**src/rtl/sp_ram_arbiter.sv**
```systemverilog
// Round-robin arbiter between a read-only lookup port (A) and a read/write refill port (B)
// sharing one single-port RAM with 1-cycle read latency; optional zero-fill sweep after reset.
module sp_ram_arbiter #(
   parameter int ADDR_WIDTH           = 6,
   parameter int DATA_WIDTH           = 64,
   parameter int INIT_MEMORY_ON_RESET = 1
) (
   input  logic                  clk,
   input  logic                  rst_n,
   input  logic                  a_req_valid,
   output logic                  a_req_ready,
   input  logic [ADDR_WIDTH-1:0] a_req_addr,
   output logic                  a_rsp_valid,
   output logic [DATA_WIDTH-1:0] a_rsp_data,
   input  logic                  b_req_valid,
   output logic                  b_req_ready,
   input  logic                  b_req_we,
   input  logic [ADDR_WIDTH-1:0] b_req_addr,
   input  logic [DATA_WIDTH-1:0] b_req_wdata,
   input  logic [DATA_WIDTH-1:0] b_req_wmask,
   output logic                  b_rsp_valid,
   output logic [DATA_WIDTH-1:0] b_rsp_data,
   output logic                  ram_clk_en,
   output logic                  ram_rdw_en,
   output logic [ADDR_WIDTH-1:0] ram_addr,
   output logic [DATA_WIDTH-1:0] ram_data_in,
   output logic [DATA_WIDTH-1:0] ram_data_mask_in,
   input  logic [DATA_WIDTH-1:0] ram_data_out,
   output logic                  init_done
);

   typedef enum logic [1:0] {
      ST_START = 2'd0,
      ST_INIT  = 2'd1,
      ST_RUN   = 2'd2
   } state_t;

   state_t                state_reg, state_next;
   logic [ADDR_WIDTH-1:0] init_idx_reg, init_idx_next;
   logic                  a_pend_reg, a_pend_next;
   logic                  b_pend_reg, b_pend_next;
   logic                  last_b_reg, last_b_next;   // 1: most recent grant went to B
   logic                  grant_a, grant_b;

   always_ff @(posedge clk or negedge rst_n) begin
      if (!rst_n) begin
         state_reg    <= ST_START;
         init_idx_reg <= '0;
         a_pend_reg   <= 1'b0;
         b_pend_reg   <= 1'b0;
         last_b_reg   <= 1'b1;
      end else begin
         state_reg    <= state_next;
         init_idx_reg <= init_idx_next;
         a_pend_reg   <= a_pend_next;
         b_pend_reg   <= b_pend_next;
         last_b_reg   <= last_b_next;
      end
   end

   always_comb begin
      state_next       = state_reg;
      init_idx_next    = init_idx_reg;
      last_b_next      = last_b_reg;
      grant_a          = 1'b0;
      grant_b          = 1'b0;
      ram_clk_en       = 1'b0;
      ram_rdw_en       = 1'b0;
      ram_addr         = '0;
      ram_data_in      = '0;
      ram_data_mask_in = '0;
      case (state_reg)
         ST_START: begin
            state_next = (INIT_MEMORY_ON_RESET != 0) ? ST_INIT : ST_RUN;
         end
         ST_INIT: begin
            ram_clk_en       = 1'b1;
            ram_rdw_en       = 1'b1;
            ram_addr         = init_idx_reg;
            ram_data_mask_in = '1;
            init_idx_next    = init_idx_reg + ADDR_WIDTH'(1);
            if (init_idx_reg == '1)
               state_next = ST_RUN;
         end
         ST_RUN: begin
            // On a tie the port that did not win last time gets the RAM.
            if (a_req_valid && (!b_req_valid || last_b_reg))
               grant_a = 1'b1;
            else if (b_req_valid)
               grant_b = 1'b1;
            if (grant_a) begin
               ram_clk_en  = 1'b1;
               ram_addr    = a_req_addr;
               last_b_next = 1'b0;
            end else if (grant_b) begin
               ram_clk_en       = 1'b1;
               ram_rdw_en       = b_req_we;
               ram_addr         = b_req_addr;
               ram_data_in      = b_req_wdata;
               ram_data_mask_in = b_req_wmask;
               last_b_next      = 1'b1;
            end
         end
         default: begin
            state_next = ST_START;
         end
      endcase
   end

   assign a_pend_next = grant_a;
   assign b_pend_next = grant_b & ~b_req_we;

   assign a_req_ready = grant_a;
   assign b_req_ready = grant_b;
   assign a_rsp_valid = a_pend_reg;
   assign b_rsp_valid = b_pend_reg;
   assign a_rsp_data  = a_pend_reg ? ram_data_out : '0;
   assign b_rsp_data  = b_pend_reg ? ram_data_out : '0;
   assign init_done   = (state_reg == ST_RUN);

endmodule

```
**config.mk**
```make
export PLATFORM = sky130hd
export DESIGN_NAME = sp_ram_arbiter
export DESIGN_NICKNAME = d
export VERILOG_FILES = /design/src/rtl/sp_ram_arbiter.sv
export SDC_FILE = /design/constraint.sdc
export NUM_CORES = 1
export LEC_CHECK = 0
export ABC_AREA = 1
export BUFFER_PORTS_ARGS = -buffer_cell sky130_fd_sc_hd__buf_2
export CAP_MARGIN = 25
export CORE_AREA = 5 5 183 185
export DETAILED_ROUTE_END_ITERATION = 12
export DIE_AREA = 0 0 188 190
export GPL_ROUTABILITY_DRIVEN = 0
export HOLD_SLACK_MARGIN = 0.05
export PLACE_DENSITY = 0.41
export SLEW_MARGIN = 40
export SYNTH_ARGS = -nofsm -noshare
export SYNTH_HDL_FRONTEND = slang
export SYNTH_SLANG_ARGS = --single-unit
```
**constraint.sdc**
```tcl
create_clock -name clk -period 2.6 [get_ports clk]
set_input_delay 0.39 -clock clk [delete_from_list [all_inputs] [get_ports clk]]
set_output_delay 0.39 -clock clk [all_outputs]
set_load 0.005 [all_outputs]
```
==> results.ini <==
[logic_synthesis]
ys.flop_type = dfrtp_1
synth_xor_xnor_area_share = 0.01434
ys_ff_latch = 11
syn_avg_cell_area_sq_um = 4.591
synthMostInstantiatedCell = inv_1
ys_seq_area_frac = 0.09057
async_flop_share = 1.000
syn_nets = 879
yosys_warnings = 0
synth.distinct_cells = 20
synth_top_family_by_area = simple AND/OR/NAND/NOR gates
synthAdderAreaFrac = 0.02049
synth_top_cell_by_area = inv_1
synth_compound_gate_area_share = 0.1115
syn_area_sq_um = 3053
yosys.area_share.simple = 0.4258
syn_inst = 665
netlist_top_cells_area = inv_1 25%, nand2_1 19%, nand3_1 12%
synth_top_area_share = 0.2533
synth_edf_count = 0
synth_common_cells = 206 x inv_1, 153 x nand2_1, 85 x nor2_1
synth.area.mux_share = 0

[die]
die_y_microns = 190
die_w_microns = 188
io-pin-count = 478
die-area_sq_um = 35720
initial_utilization = 0.09578
rows = 66
core_sq_um = 31880

[route]
dr.pass1.iters = 4
dr_total_vias = 5410
vias_per_cell = 3.550
drtAntennaViolNets = 0
postRouteWirelength_microns = 18190
drt_iter0_drc = 159
wl_per_cell_microns = 11.94
drc = 0

[sta]
tightest_slew_ps = 681.6
hold_viol_final = 0
fin_tns_setup_ps = 0
worst_hold_slack_ps = 409.2
rsz0062_at_grt = no
fin_skew_ps = 7.841
slew_headroom = 0.5456
slew_violations = 0
max_freq_mhz = 428.1
setup_violations = 0
fin_crit_ps = 2336
timing.final.crit_share = 0.8984

[layout]
largest_reg_flops = 6
n_fill_cell = 3757
drive_gt1_frac = 0.4556
syn_to_final_growth_pct = 97.87
nNetsFinal = 1330
stdcell_count = 1524

[pwr]
clkPwrFrac = 0.428
ir_drop_uv = 126.9
seq_power_share = 0.248
intPower_uw = 502.9
power-per-cell-area_nw_per_um2 = 114.6
netSwitchingFraction = 0.2735
p_leak_uw = 0.004590
switching_power_uw = 189.3
combPwrFrac = 0.324

[critical_path]
startpoint_type = register
max_stage_delay_ps = 410
cp.arrival_ps = 1950
path_class = register to primary output
worst-path-max-fanout = 30
slowest_stage = dfrtp_1
end_kind = primary output
crit_chain = inv_1, ha_1, nand2_1, nand2_4, nand2_4, buf_12, buf_4, nor2_1, buf_2
ff2ff_path_depth = 7
worstPathRequired_ps = 2210
critPathMostFrequentCell = nand2_4

[cts]
htree_levels = 1
numCtsBuffers = 3
clock_path_buffers = 2
root_buffer = clkbuf_16
cts_tree = yes
cts_sinks = 11
clk_latency_ps = 240
path_clk_slew_ps = 50
cts_setup_buffers = 0

[global_routing]
grt_first_pass_wirelength_microns = 26810
gr-usage-all-layers = 0.09094
grt-ovfl-total = 0
antenna_found_initial = 3
first_global_vias = 5244
grt_max_degree = 62

[worst_hold_path]
hold_path_depth = 2
min_path_type = input pin to register

[place]
portBuffers = 477
dp.cells = 1518
hpwl_microns = 15930

[outcome]
status = finished clean

[job]
cap_viol_max_count = 0

-- timing repair --
item / in CTS / in global routing
endpoints found under the setup margin: 0 / 15
hold buffers: 1 / 0
gates resized for setup: 0 / 2
endpoints found under the hold margin: 3 / 0
-- power by group through the flow --
stage	Combinational [uW]	Clock (uW)	Sequential (uW)
after floorplan	40.1	0	174
after global placement	223	0	174
after detailed placement	224	0	174
after CTS	226	316	171
after global routing	251	323	171
final	224	296	172
-- final timing paths --
check,startpoint,end,slack [ps]
max in group asynchronous,rst_n,last_b_reg$_DFFE_PN1P_,1730
min in group asynchronous,rst_n,a_rsp_valid$_DFF_PN0_,570
setup / recovery,state_reg[0]$_DFFE_PN0P_,ram_data_in[42],260
hold / removal,b_req_we,b_rsp_valid$_DFF_PN0_,410
setup reg to reg,state_reg[0]$_DFFE_PN0P_,last_b_reg$_DFFE_PN1P_,1090
hold reg to reg,last_b_reg$_DFFE_PN1P_,last_b_reg$_DFFE_PN1P_,500
-- cell usage in the layout (no fill, tap or decap) --
cell             n
dfstp_2          1
diode_2          1
nand2_2          2
nor2_1          85
o21ai_0          3
nand4_1          1
ha_1             5
dlygate4sd3_1    1
dfrtp_2          2
buf_4           10
inv_1          205
dfrtp_1          8
clkbuf_1         1
buf_12           8
buf_2          477
xor2_1           4
a21oi_1         65
inv_2            3
nor3_1           1
nand3_1         74
nand2_4          2
clkbuf_16        3
xnor2_1          1
nand2_1        153
-- cells by family (layout without fill, tap and decap cells) --
family / after synthesis / in the layout
flops: 11 / 11
simple gates: 318 / 318
xor+xnor: 5 / 5
compound gates: 68 / 68
other cells: 0 / 1
buf+inv: 258 / 708
fa+ha+maj: 5 / 5
-- final cells by class --
class                      count  area (sq um)  share of cell area
timing repair buffer         496          2633              0.4358
multi-input combinational    396          1757              0.2908
inverter                     208         780.7              0.1292
tap                          408         510.5             0.08451
sequential                    11         279.0             0.04619
clock buffer                   4         78.83             0.01305
antenna                        1         2.502           0.0004143
-- routing by layer --
metal | track usage | part of all wire | up-vias
met5 | 0 | 0.0012 | -
met4 | 0.02541 | 0.020 | 4
met3 | 0.02220 | 0.085 | 19
met2 | 0.1771 | 0.53 | 282
met1 | 0.09681 | 0.37 | 2317
li1 | - | - | 2788
-- metrics by stage --
stage          setup WS [ps]  area (sq um)  total power, uW    util
2_1_floorplan          812.4          3053            214.5       -
3_3_place_gp           464.3          5939            397.6  0.1863
3_5_place_dp           395.9          5939            398.0  0.1863
4_1_cts                108.2          6028            713.9  0.1891
5_1_grt                38.17          6041            745.8  0.1895
6_report               264.2          6041            692.2  0.1895
-- critical path: cells and delay by family (launching register included) --
family	cells	cell delay [ps]
and+or+nand+nor	4	490
DFF	1	410
adders and majority gates	1	220
buffers and inverters	4	580
No activity file was read; power rests on OpenSTA's default activity.
